$ cat config.mk
export PLATFORM = sky130hd
export DESIGN_NAME = alu_md_unit_flat
export DESIGN_NICKNAME = d
export VERILOG_FILES = /design/src/rtl/alu_md_if.sv /design/src/rtl/alu_md_unit.sv /design/src/flat_wrapper.sv
export SDC_FILE = /design/constraint.sdc
export NUM_CORES = 1
export LEC_CHECK = 0
export CORE_ASPECT_RATIO = 1.1
export CORE_UTILIZATION = 55
export CTS_BUF_LIST = sky130_fd_sc_hd__clkbuf_8
export CTS_CLUSTER_SIZE = 8
export DETAILED_ROUTE_END_ITERATION = 10
export MAX_ROUTING_LAYER = met4
export PLACE_DENSITY = 0.79
export SYNTH_ARGS = -nofsm -noshare
export SYNTH_HDL_FRONTEND = slang
export SYNTH_SLANG_ARGS = --single-unit
export TNS_END_PERCENT = 100
$ cat constraint.sdc
create_clock -name clk -period 7.05 [get_ports clk]
set_input_delay 0.705 -clock clk [delete_from_list [all_inputs] [get_ports clk]]
set_output_delay 0.705 -clock clk [all_outputs]
set_load 0.05 [all_outputs]
$ cat src/rtl/alu_md_if.sv
// ---------------------------------------------------------------------------
// alu_md_if -- request/response bundle for alu_md_unit.
//
// Signals (directions as seen by the unit, i.e. the slave modport):
//   valid_in      in   operation request
//   alu_op[1:0]   in   00 add, 01 sub, 1x decode funct
//   funct[5:0]    in   R-type function field
//   a, b          in   operands (a = rs, b = rt)
//   ready_out     out  high when a request can be accepted
//   result        out  registered result
//   result_valid  out  one-cycle pulse qualifying result and flags
//   ovf           out  signed overflow flag (add/sub with trap funct)
//   div_zero      out  divide-by-zero flag
//   hi, lo        out  architectural HI/LO registers
// ---------------------------------------------------------------------------
interface alu_md_if #(
  parameter int WIDTH = 32
);
  logic             valid_in;
  logic [1:0]       alu_op;
  logic [5:0]       funct;
  logic [WIDTH-1:0] a;
  logic [WIDTH-1:0] b;
  logic             ready_out;
  logic [WIDTH-1:0] result;
  logic             result_valid;
  logic             ovf;
  logic             div_zero;
  logic [WIDTH-1:0] hi;
  logic [WIDTH-1:0] lo;

  modport master (
    output valid_in, alu_op, funct, a, b,
    input  ready_out, result, result_valid, ovf, div_zero, hi, lo
  );

  modport slave (
    input  valid_in, alu_op, funct, a, b,
    output ready_out, result, result_valid, ovf, div_zero, hi, lo
  );
endinterface

$ cat src/rtl/alu_md_unit.sv
// ---------------------------------------------------------------------------
// alu_md_unit -- MIPS-style integer ALU with iterative multiply/divide and
// architectural HI/LO registers.
//
// Ports:
//   clk   in   single clock, rising edge
//   rst   in   asynchronous active-high reset
//   bus   slave modport of alu_md_if (request, result, flags, hi/lo)
//
// Single-cycle ops register their result on the acceptance edge and pulse
// result_valid in the following cycle; ready_out stays high for them.
// mult/multu/div/divu run WIDTH one-bit iterations on operand magnitudes
// (shift-add multiply, restoring divide), then a DONE cycle applies sign
// correction and commits hi/lo/result, so the pulse appears WIDTH+1 cycles
// after acceptance.
// ---------------------------------------------------------------------------
module alu_md_unit #(
  parameter int WIDTH = 32
) (
  input  logic   clk,
  input  logic   rst,
  alu_md_if.slave bus
);

  localparam int MSB = WIDTH - 1;
  localparam int CW  = $clog2(WIDTH);
  localparam logic [CW-1:0] CNT_LAST = CW'(WIDTH - 1);
  localparam logic [CW-1:0] CNT_ONE  = CW'(1);

  localparam logic [5:0] F_ADD   = 6'b100000;
  localparam logic [5:0] F_ADDU  = 6'b100001;
  localparam logic [5:0] F_SUB   = 6'b100010;
  localparam logic [5:0] F_SUBU  = 6'b100011;
  localparam logic [5:0] F_AND   = 6'b100100;
  localparam logic [5:0] F_OR    = 6'b100101;
  localparam logic [5:0] F_XOR   = 6'b100110;
  localparam logic [5:0] F_NOR   = 6'b100111;
  localparam logic [5:0] F_SLT   = 6'b101010;
  localparam logic [5:0] F_SLTU  = 6'b101011;
  localparam logic [5:0] F_MFHI  = 6'b010000;
  localparam logic [5:0] F_MTHI  = 6'b010001;
  localparam logic [5:0] F_MFLO  = 6'b010010;
  localparam logic [5:0] F_MTLO  = 6'b010011;
  localparam logic [5:0] F_MULT  = 6'b011000;
  localparam logic [5:0] F_MULTU = 6'b011001;
  localparam logic [5:0] F_DIV   = 6'b011010;
  localparam logic [5:0] F_DIVU  = 6'b011011;

  typedef enum logic [1:0] {IDLE, MUL, DIV, DONE} state_t;

  state_t           state_q, state_d;
  logic [CW-1:0]    cnt_q, cnt_d;
  // acc_hi/acc_lo: partial product (mul) or remainder/quotient (div).
  logic [WIDTH-1:0] acc_hi_q, acc_hi_d;
  logic [WIDTH-1:0] acc_lo_q, acc_lo_d;
  // Multiplicand magnitude (mul) or divisor magnitude (div).
  logic [WIDTH-1:0] opnd_q, opnd_d;
  logic [WIDTH-1:0] op_a_q, op_a_d;
  logic             neg_res_q, neg_res_d;
  logic             neg_rem_q, neg_rem_d;
  logic             dzero_q, dzero_d;
  logic             is_div_q, is_div_d;
  logic [WIDTH-1:0] result_q, result_d;
  logic             result_valid_q, result_valid_d;
  logic             ovf_q, ovf_d;
  logic             div_zero_q, div_zero_d;
  logic [WIDTH-1:0] hi_q, hi_d;
  logic [WIDTH-1:0] lo_q, lo_d;

  // Single-cycle decode
  logic [WIDTH-1:0] sum, diff, sc_result;
  logic             sc_ovf, wr_hi, wr_lo, start_mul, start_div, sgn;
  logic             accept;

  // Iteration / finalisation datapath
  logic [WIDTH-1:0]   a_mag, b_mag;
  logic [WIDTH:0]     mul_sum;
  logic [WIDTH:0]     div_shift;
  logic [WIDTH:0]     div_trial;
  logic [2*WIDTH-1:0] prod_fix;
  logic [WIDTH-1:0]   quo_fix, rem_fix;

  assign accept = bus.valid_in && (state_q == IDLE);

  always_comb begin
    sum       = bus.a + bus.b;
    diff      = bus.a - bus.b;
    sc_result = '0;
    sc_ovf    = 1'b0;
    wr_hi     = 1'b0;
    wr_lo     = 1'b0;
    start_mul = 1'b0;
    start_div = 1'b0;
    sgn       = 1'b0;
    if (!bus.alu_op[1]) begin
      sc_result = bus.alu_op[0] ? diff : sum;
    end else begin
      case (bus.funct)
        F_ADD: begin
          sc_result = sum;
          sc_ovf    = (bus.a[MSB] == bus.b[MSB]) && (sum[MSB] != bus.a[MSB]);
        end
        F_ADDU: sc_result = sum;
        F_SUB: begin
          sc_result = diff;
          sc_ovf    = (bus.a[MSB] != bus.b[MSB]) && (diff[MSB] != bus.a[MSB]);
        end
        F_SUBU:  sc_result = diff;
        F_AND:   sc_result = bus.a & bus.b;
        F_OR:    sc_result = bus.a | bus.b;
        F_XOR:   sc_result = bus.a ^ bus.b;
        F_NOR:   sc_result = ~(bus.a | bus.b);
        F_SLT:   sc_result = {{(WIDTH-1){1'b0}}, ($signed(bus.a) < $signed(bus.b))};
        F_SLTU:  sc_result = {{(WIDTH-1){1'b0}}, (bus.a < bus.b)};
        F_MFHI:  sc_result = hi_q;
        F_MFLO:  sc_result = lo_q;
        F_MTHI:  wr_hi = 1'b1;
        F_MTLO:  wr_lo = 1'b1;
        F_MULT:  begin start_mul = 1'b1; sgn = 1'b1; end
        F_MULTU: start_mul = 1'b1;
        F_DIV:   begin start_div = 1'b1; sgn = 1'b1; end
        F_DIVU:  start_div = 1'b1;
        default: sc_result = '0;
      endcase
    end
  end

  always_comb begin
    // Magnitudes; the most-negative value maps to 2^(WIDTH-1) unsigned.
    a_mag     = (sgn && bus.a[MSB]) ? -bus.a : bus.a;
    b_mag     = (sgn && bus.b[MSB]) ? -bus.b : bus.b;
    mul_sum   = acc_lo_q[0] ? ({1'b0, acc_hi_q} + {1'b0, opnd_q}) : {1'b0, acc_hi_q};
    div_shift = {acc_hi_q, acc_lo_q[MSB]};
    div_trial = div_shift - {1'b0, opnd_q};
    prod_fix  = neg_res_q ? -{acc_hi_q, acc_lo_q} : {acc_hi_q, acc_lo_q};
    quo_fix   = neg_res_q ? -acc_lo_q : acc_lo_q;
    rem_fix   = neg_rem_q ? -acc_hi_q : acc_hi_q;
  end

  always_comb begin
    state_d        = state_q;
    cnt_d          = cnt_q;
    acc_hi_d       = acc_hi_q;
    acc_lo_d       = acc_lo_q;
    opnd_d         = opnd_q;
    op_a_d         = op_a_q;
    neg_res_d      = neg_res_q;
    neg_rem_d      = neg_rem_q;
    dzero_d        = dzero_q;
    is_div_d       = is_div_q;
    result_d       = result_q;
    result_valid_d = 1'b0;
    ovf_d          = 1'b0;
    div_zero_d     = 1'b0;
    hi_d           = hi_q;
    lo_d           = lo_q;

    case (state_q)
      IDLE: begin
        if (accept) begin
          if (start_mul || start_div) begin
            state_d   = start_mul ? MUL : DIV;
            cnt_d     = '0;
            acc_hi_d  = '0;
            acc_lo_d  = start_mul ? b_mag : a_mag;
            opnd_d    = start_mul ? a_mag : b_mag;
            op_a_d    = bus.a;
            neg_res_d = sgn && (bus.a[MSB] ^ bus.b[MSB]);
            neg_rem_d = sgn && bus.a[MSB];
            dzero_d   = start_div && (bus.b == '0);
            is_div_d  = start_div;
          end else begin
            result_d       = sc_result;
            result_valid_d = 1'b1;
            ovf_d          = sc_ovf;
            if (wr_hi) hi_d = bus.a;
            if (wr_lo) lo_d = bus.a;
          end
        end
      end

      MUL: begin
        // Shift-add: add multiplicand when LSB of multiplier is set, then
        // shift the whole {acc_hi, acc_lo} right by one.
        acc_hi_d = mul_sum[WIDTH:1];
        acc_lo_d = {mul_sum[0], acc_lo_q[MSB:1]};
        cnt_d    = cnt_q + CNT_ONE;
        if (cnt_q == CNT_LAST) state_d = DONE;
      end

      DIV: begin
        // Restoring step: the remainder stays below the divisor, so both
        // the trial difference and the shifted value fit in WIDTH bits.
        if (div_shift >= {1'b0, opnd_q}) begin
          acc_hi_d = div_trial[MSB:0];
          acc_lo_d = {acc_lo_q[MSB-1:0], 1'b1};
        end else begin
          acc_hi_d = div_shift[MSB:0];
          acc_lo_d = {acc_lo_q[MSB-1:0], 1'b0};
        end
        cnt_d = cnt_q + CNT_ONE;
        if (cnt_q == CNT_LAST) state_d = DONE;
      end

      DONE: begin
        state_d        = IDLE;
        cnt_d          = '0;
        result_valid_d = 1'b1;
        if (is_div_q) begin
          if (dzero_q) begin
            hi_d       = op_a_q;
            lo_d       = '1;
            div_zero_d = 1'b1;
          end else begin
            hi_d = rem_fix;
            lo_d = quo_fix;
          end
        end else begin
          hi_d = prod_fix[2*WIDTH-1:WIDTH];
          lo_d = prod_fix[MSB:0];
        end
        result_d = lo_d;
      end

      default: state_d = IDLE;
    endcase
  end

  always_ff @(posedge clk or posedge rst) begin
    if (rst) begin
      state_q        <= IDLE;
      cnt_q          <= '0;
      acc_hi_q       <= '0;
      acc_lo_q       <= '0;
      opnd_q         <= '0;
      op_a_q         <= '0;
      neg_res_q      <= 1'b0;
      neg_rem_q      <= 1'b0;
      dzero_q        <= 1'b0;
      is_div_q       <= 1'b0;
      result_q       <= '0;
      result_valid_q <= 1'b0;
      ovf_q          <= 1'b0;
      div_zero_q     <= 1'b0;
      hi_q           <= '0;
      lo_q           <= '0;
    end else begin
      state_q        <= state_d;
      cnt_q          <= cnt_d;
      acc_hi_q       <= acc_hi_d;
      acc_lo_q       <= acc_lo_d;
      opnd_q         <= opnd_d;
      op_a_q         <= op_a_d;
      neg_res_q      <= neg_res_d;
      neg_rem_q      <= neg_rem_d;
      dzero_q        <= dzero_d;
      is_div_q       <= is_div_d;
      result_q       <= result_d;
      result_valid_q <= result_valid_d;
      ovf_q          <= ovf_d;
      div_zero_q     <= div_zero_d;
      hi_q           <= hi_d;
      lo_q           <= lo_d;
    end
  end

  assign bus.ready_out    = (state_q == IDLE);
  assign bus.result       = result_q;
  assign bus.result_valid = result_valid_q;
  assign bus.ovf          = ovf_q;
  assign bus.div_zero     = div_zero_q;
  assign bus.hi           = hi_q;
  assign bus.lo           = lo_q;

endmodule

$ cat src/flat_wrapper.sv
// flat-port wrapper written by rule: the top's interface ports become plain ports
module alu_md_unit_flat 
#(
  parameter int WIDTH = 32
)
  (clk, rst, bus_valid_in, bus_alu_op, bus_funct, bus_a, bus_b, bus_ready_out, bus_result, bus_result_valid, bus_ovf, bus_div_zero, bus_hi, bus_lo);
  alu_md_if #(.WIDTH(WIDTH)) bus_i ();
  input  logic clk;
  input  logic rst;
  input wire logic [$bits(bus_i.valid_in)-1:0] bus_valid_in;
  input wire logic [$bits(bus_i.alu_op)-1:0] bus_alu_op;
  input wire logic [$bits(bus_i.funct)-1:0] bus_funct;
  input wire logic [$bits(bus_i.a)-1:0] bus_a;
  input wire logic [$bits(bus_i.b)-1:0] bus_b;
  output wire logic [$bits(bus_i.ready_out)-1:0] bus_ready_out;
  output wire logic [$bits(bus_i.result)-1:0] bus_result;
  output wire logic [$bits(bus_i.result_valid)-1:0] bus_result_valid;
  output wire logic [$bits(bus_i.ovf)-1:0] bus_ovf;
  output wire logic [$bits(bus_i.div_zero)-1:0] bus_div_zero;
  output wire logic [$bits(bus_i.hi)-1:0] bus_hi;
  output wire logic [$bits(bus_i.lo)-1:0] bus_lo;
  assign bus_i.valid_in = bus_valid_in;
  assign bus_i.alu_op = bus_alu_op;
  assign bus_i.funct = bus_funct;
  assign bus_i.a = bus_a;
  assign bus_i.b = bus_b;
  assign bus_ready_out = bus_i.ready_out;
  assign bus_result = bus_i.result;
  assign bus_result_valid = bus_i.result_valid;
  assign bus_ovf = bus_i.ovf;
  assign bus_div_zero = bus_i.div_zero;
  assign bus_hi = bus_i.hi;
  assign bus_lo = bus_i.lo;
  alu_md_unit #(.WIDTH(WIDTH)) u_core (.clk(clk), .rst(rst), .bus(bus_i));
endmodule
==> results by group <==
Power and ir drop
  • P per Cell Area: 451 nW/um2
  • Max VDD drop: 0.396 mV
  • P_leak: 12.0 nW
  • Power, Total: 12.7 mW

Timing
  • Peak Freq: 216 MHz
  • PnR worst setup slack: 2420 ps
  • Final period util: 65.7%
  • RSZ-0062 raised after global routing: no
  • Slew headroom: 16.4%
  • Fin Setup TNS: 0 ps
  • Final hold vios: 0
  • Final min period: 4630 ps
  • Worst Max-Slew Pin Slew: 1250 ps
  • Final setup fails: 0
  • Fin. max-slew vios: 0
  • Clock skew: 28.8 ps

Logic synthesis
  • Number of flops mapped to enable cells by yosys: 0
  • Top-area cell type share of the netlist area: 23.8%
  • #FFs+latches synth: 238
  • Top FF cell, synth: dfrtp_1
  • Syn_area_per_cell: 7.43 um2
  • Cells after synthesis: 3,371
  • Unique masters post-synth: 85
  • Ys async rst share: 100%
  • Synth Cell Area: 25,100 um2
  • Syn. warnings: 0
  • Synth Net Count: 3,621
  • Sequential area share after synthesis: 23.8%
  • Ranking of synthesized cells by area: dfrtp_1 (24%), ha_1 (8.5%), o21ai_0 (6.6%)
  • Post-synthesis cell type with the largest combined area: dfrtp_1

Global routing
  • GRT Total Usage: 46.8%
  • GR Overflow Total: 0
  • First-pass GRT wire length: 160,000 um
  • Vias in the first global route: 26,000
  • Initial antenna violation count: 3
  • Largest net degree at the start of global routing: 145

Setup path
  • Bufs and invs on worst path: 3
  • RR Endpoint: u_core.bus.result[29]
  • Worst Path Arrival: 5210 ps
  • Crit start category: primary input
  • Worst setup EP type: flip-flop
  • Critical Path RT: 7620 ps
  • CP max stage delay: 810 ps
  • Reg2Reg Depth: 9
  • CP delay by family, top: simple AND/OR/NAND/NOR gates
  • Crit-path cells: clkdlybuf4s50_1 > inv_1 > ha_1 > inv_1 > nor4_1 > nand4_1 > a2111oi_1 > nor2_1 > or4_1 > and3_1 > nor4_1 > o22ai_1 > a21o_1
  • Flop-to-flop setup slack: 2720 ps
  • Crit path kind: in2reg
  • RR Startpoint: u_core.acc_lo_q[4]
  • Largest fanout on the critical path: 10
  • CP max stage cell: a2111oi_1

Worst hold path
  • Worst Hold End: u_core.bus.result[2]
  • Critical hold path startpoint: u_core.bus.result[2]
  • Hold Path Class: reg2reg
  • Hold path depth: 2

Final layout
  • Area delta synth->final: 12.2%
  • Fillers: 3,972
  • Nets: 3,646
  • Final cell count without fillers: 4,015
  • Fin area: 28,100 um2
  • Layout cells sized above 1: 5.25%

Place
  • HPWL after DPL: 80,600 um
  • Pre-CTS setup slack: 1840 ps
  • Number of I/O port buffers: 174
  • Post-DP Area: 27,000 um2
  • Placed cells: 3,929
  • Routability Congestion: 1.08

Die
  • Die area: 46,400 um2
  • I/O pin count: 175
  • Row count: 81
  • Vert. Die Dim: 226 um
  • Die Width: 206 um
  • Starting density of the core: 56.1%
  • Core footprint: 44,700 um2

CTS
  • H-tree depth: 2
  • Clk sinks: 238
  • CTS Buf Count: 46
  • Worst skew pair latency: 680 ps
  • CTS tree: done
  • Post-CTS Setup Inserts: 0
  • Clock transition at path regs: 70 ps
  • Root buffer cell: clkbuf_8
  • Post-CTS sizing: 0
  • Hold Buf Count CTS: 0
  • Clk buf depth: 3

Drt
  • WL final: 107,000 um
  • ANT nets after route: 0
  • Starting DRT DRC Count: 3,866
  • 1st-pass router iterations: 8
  • Vias: 28,000
  • Average wire per standard cell: 26.7 um
  • Residual DRC count: 0
  • DR vias/cell: 6.98

Outcome
  • Status: finished clean

Run
  • Maxcap violations: 0
[worst max-delay path by stage]
stage,from,end,slack [ps],depth (start not counted)
after global routing,bus_a[8],u_core.bus.result[28],2260,13
after floorplan,bus_a[4],u_core.bus.result[28],3160,14
after detailed placement,bus_a[9],u_core.bus.result[28],1840,13
after CTS,bus_a[8],u_core.bus.result[28],2520,13
final,bus_a[8],u_core.bus.result[28],2420,13
after global placement,bus_a[9],u_core.bus.result[28],1920,13
[area by class of cell]
cell class	count	area (um2)	share of cell area (%)
multi-input cells	2710	17600	62.4
diodes	3	7.51	0.0267
repair buffers	228	2150	7.65
clock inverters	22	226	0.805
well taps	581	727	2.59
flip-flops and latches	238	5960	21.2
clock buffers	61	840	2.99
inverters	172	649	2.31
[sequential cells by signal, indices dropped and copies added (netlist names), 2 cells and up]
name	count
u_core.acc_hi_q	32
u_core.acc_lo_q	32
u_core.bus.hi	32
u_core.bus.lo	32
u_core.bus.result	32
u_core.op_a_q	32
u_core.opnd_q	32
u_core.cnt_q	5
u_core.state_q	2
[kinds of logic (layout without fill, tap and decap cells)]
logic type / after synthesis / in the layout / synth area share (%)
AO/OA/AOI/OAI: 1200 / 1200 / 30.5
AND/OR/NAND/NOR: 1006 / 1006 / 18.4
buffers and inverters: 423 / 483 / 6.52
XOR/XNOR: 245 / 245 / 8.56
flip-flops: 238 / 238 / 23.8
adder cells (fa/ha/maj): 175 / 175 / 8.86
multiplexers: 84 / 84 / 3.37
other: 0 / 3 / 0
[routing by layer]
metal	track usage (%)	routed length [um]	up-vias
li1	-	-	12300
met1	62.0	42500	13300
met2	66.7	44900	2124
met3	12.3	14500	372
met4	20.1	5370	0
met5	-	0	-
[Yosys cell counts (31+ instances only)]
master	number
nor2_1	301
nand2_1	362
xnor2_1	169
inv_1	169
a21oi_1	304
o31ai_1	52
o21ai_0	332
ha_1	171
clkbuf_1	210
o211ai_1	52
mux2i_1	81
a221oi_1	53
or3_1	31
dfrtp_1	238
nor2b_1	38
a21o_1	52
a211oi_1	69
a31oi_1	49
nor3_1	46
nand3_1	65
xor2_1	76
[power breakdown]
group	internal (mW)	switching, mW
clock	0.925	0.729
combinational	2.87	5.36
sequential	1.96	0.848
[worst register-to-register path: cells and delay by family, from the launching register on]
family           cells  cell delay, ps
AND/OR/NAND/NOR      5            2580
AO/OA/AOI/OAI        4            1170
flip-flops           1             450
[cells in the final DEF (no fill, tap or decap), drive strengths merged, types with 11 or more instances in the layout]
cell / n
clkbuf: 61
a22oi: 18
a211oi: 69
ha: 171
o31ai: 52
o211ai: 52
o21bai: 25
nor3: 48
inv: 179
nor4: 23
and3: 22
xnor2: 169
nand4: 24
or4: 17
a21oi: 305
mux2i: 81
a31oi: 49
o21ai: 335
xor2: 76
or3: 33
nand2b: 22
a221o: 30
a221oi: 53
o41ai: 16
clkdlybuf4s50: 172
nor2b: 38
a22o: 11
or2: 16
o21a: 13
o221ai: 25
nand3: 65
dfrtp: 238
o22ai: 18
nor2: 301
nand2: 363
a21o: 52
a222oi: 12
buf: 56
[per-stage QoR]
step	hold WS, ps	utilization [%]
finish	476	62.9
global route	497	62.9
CTS	483	62.9
detailed placement	469	60.5
global placement	457	60.5
floorplan	441	-
(Power assumes the default switching activity.)
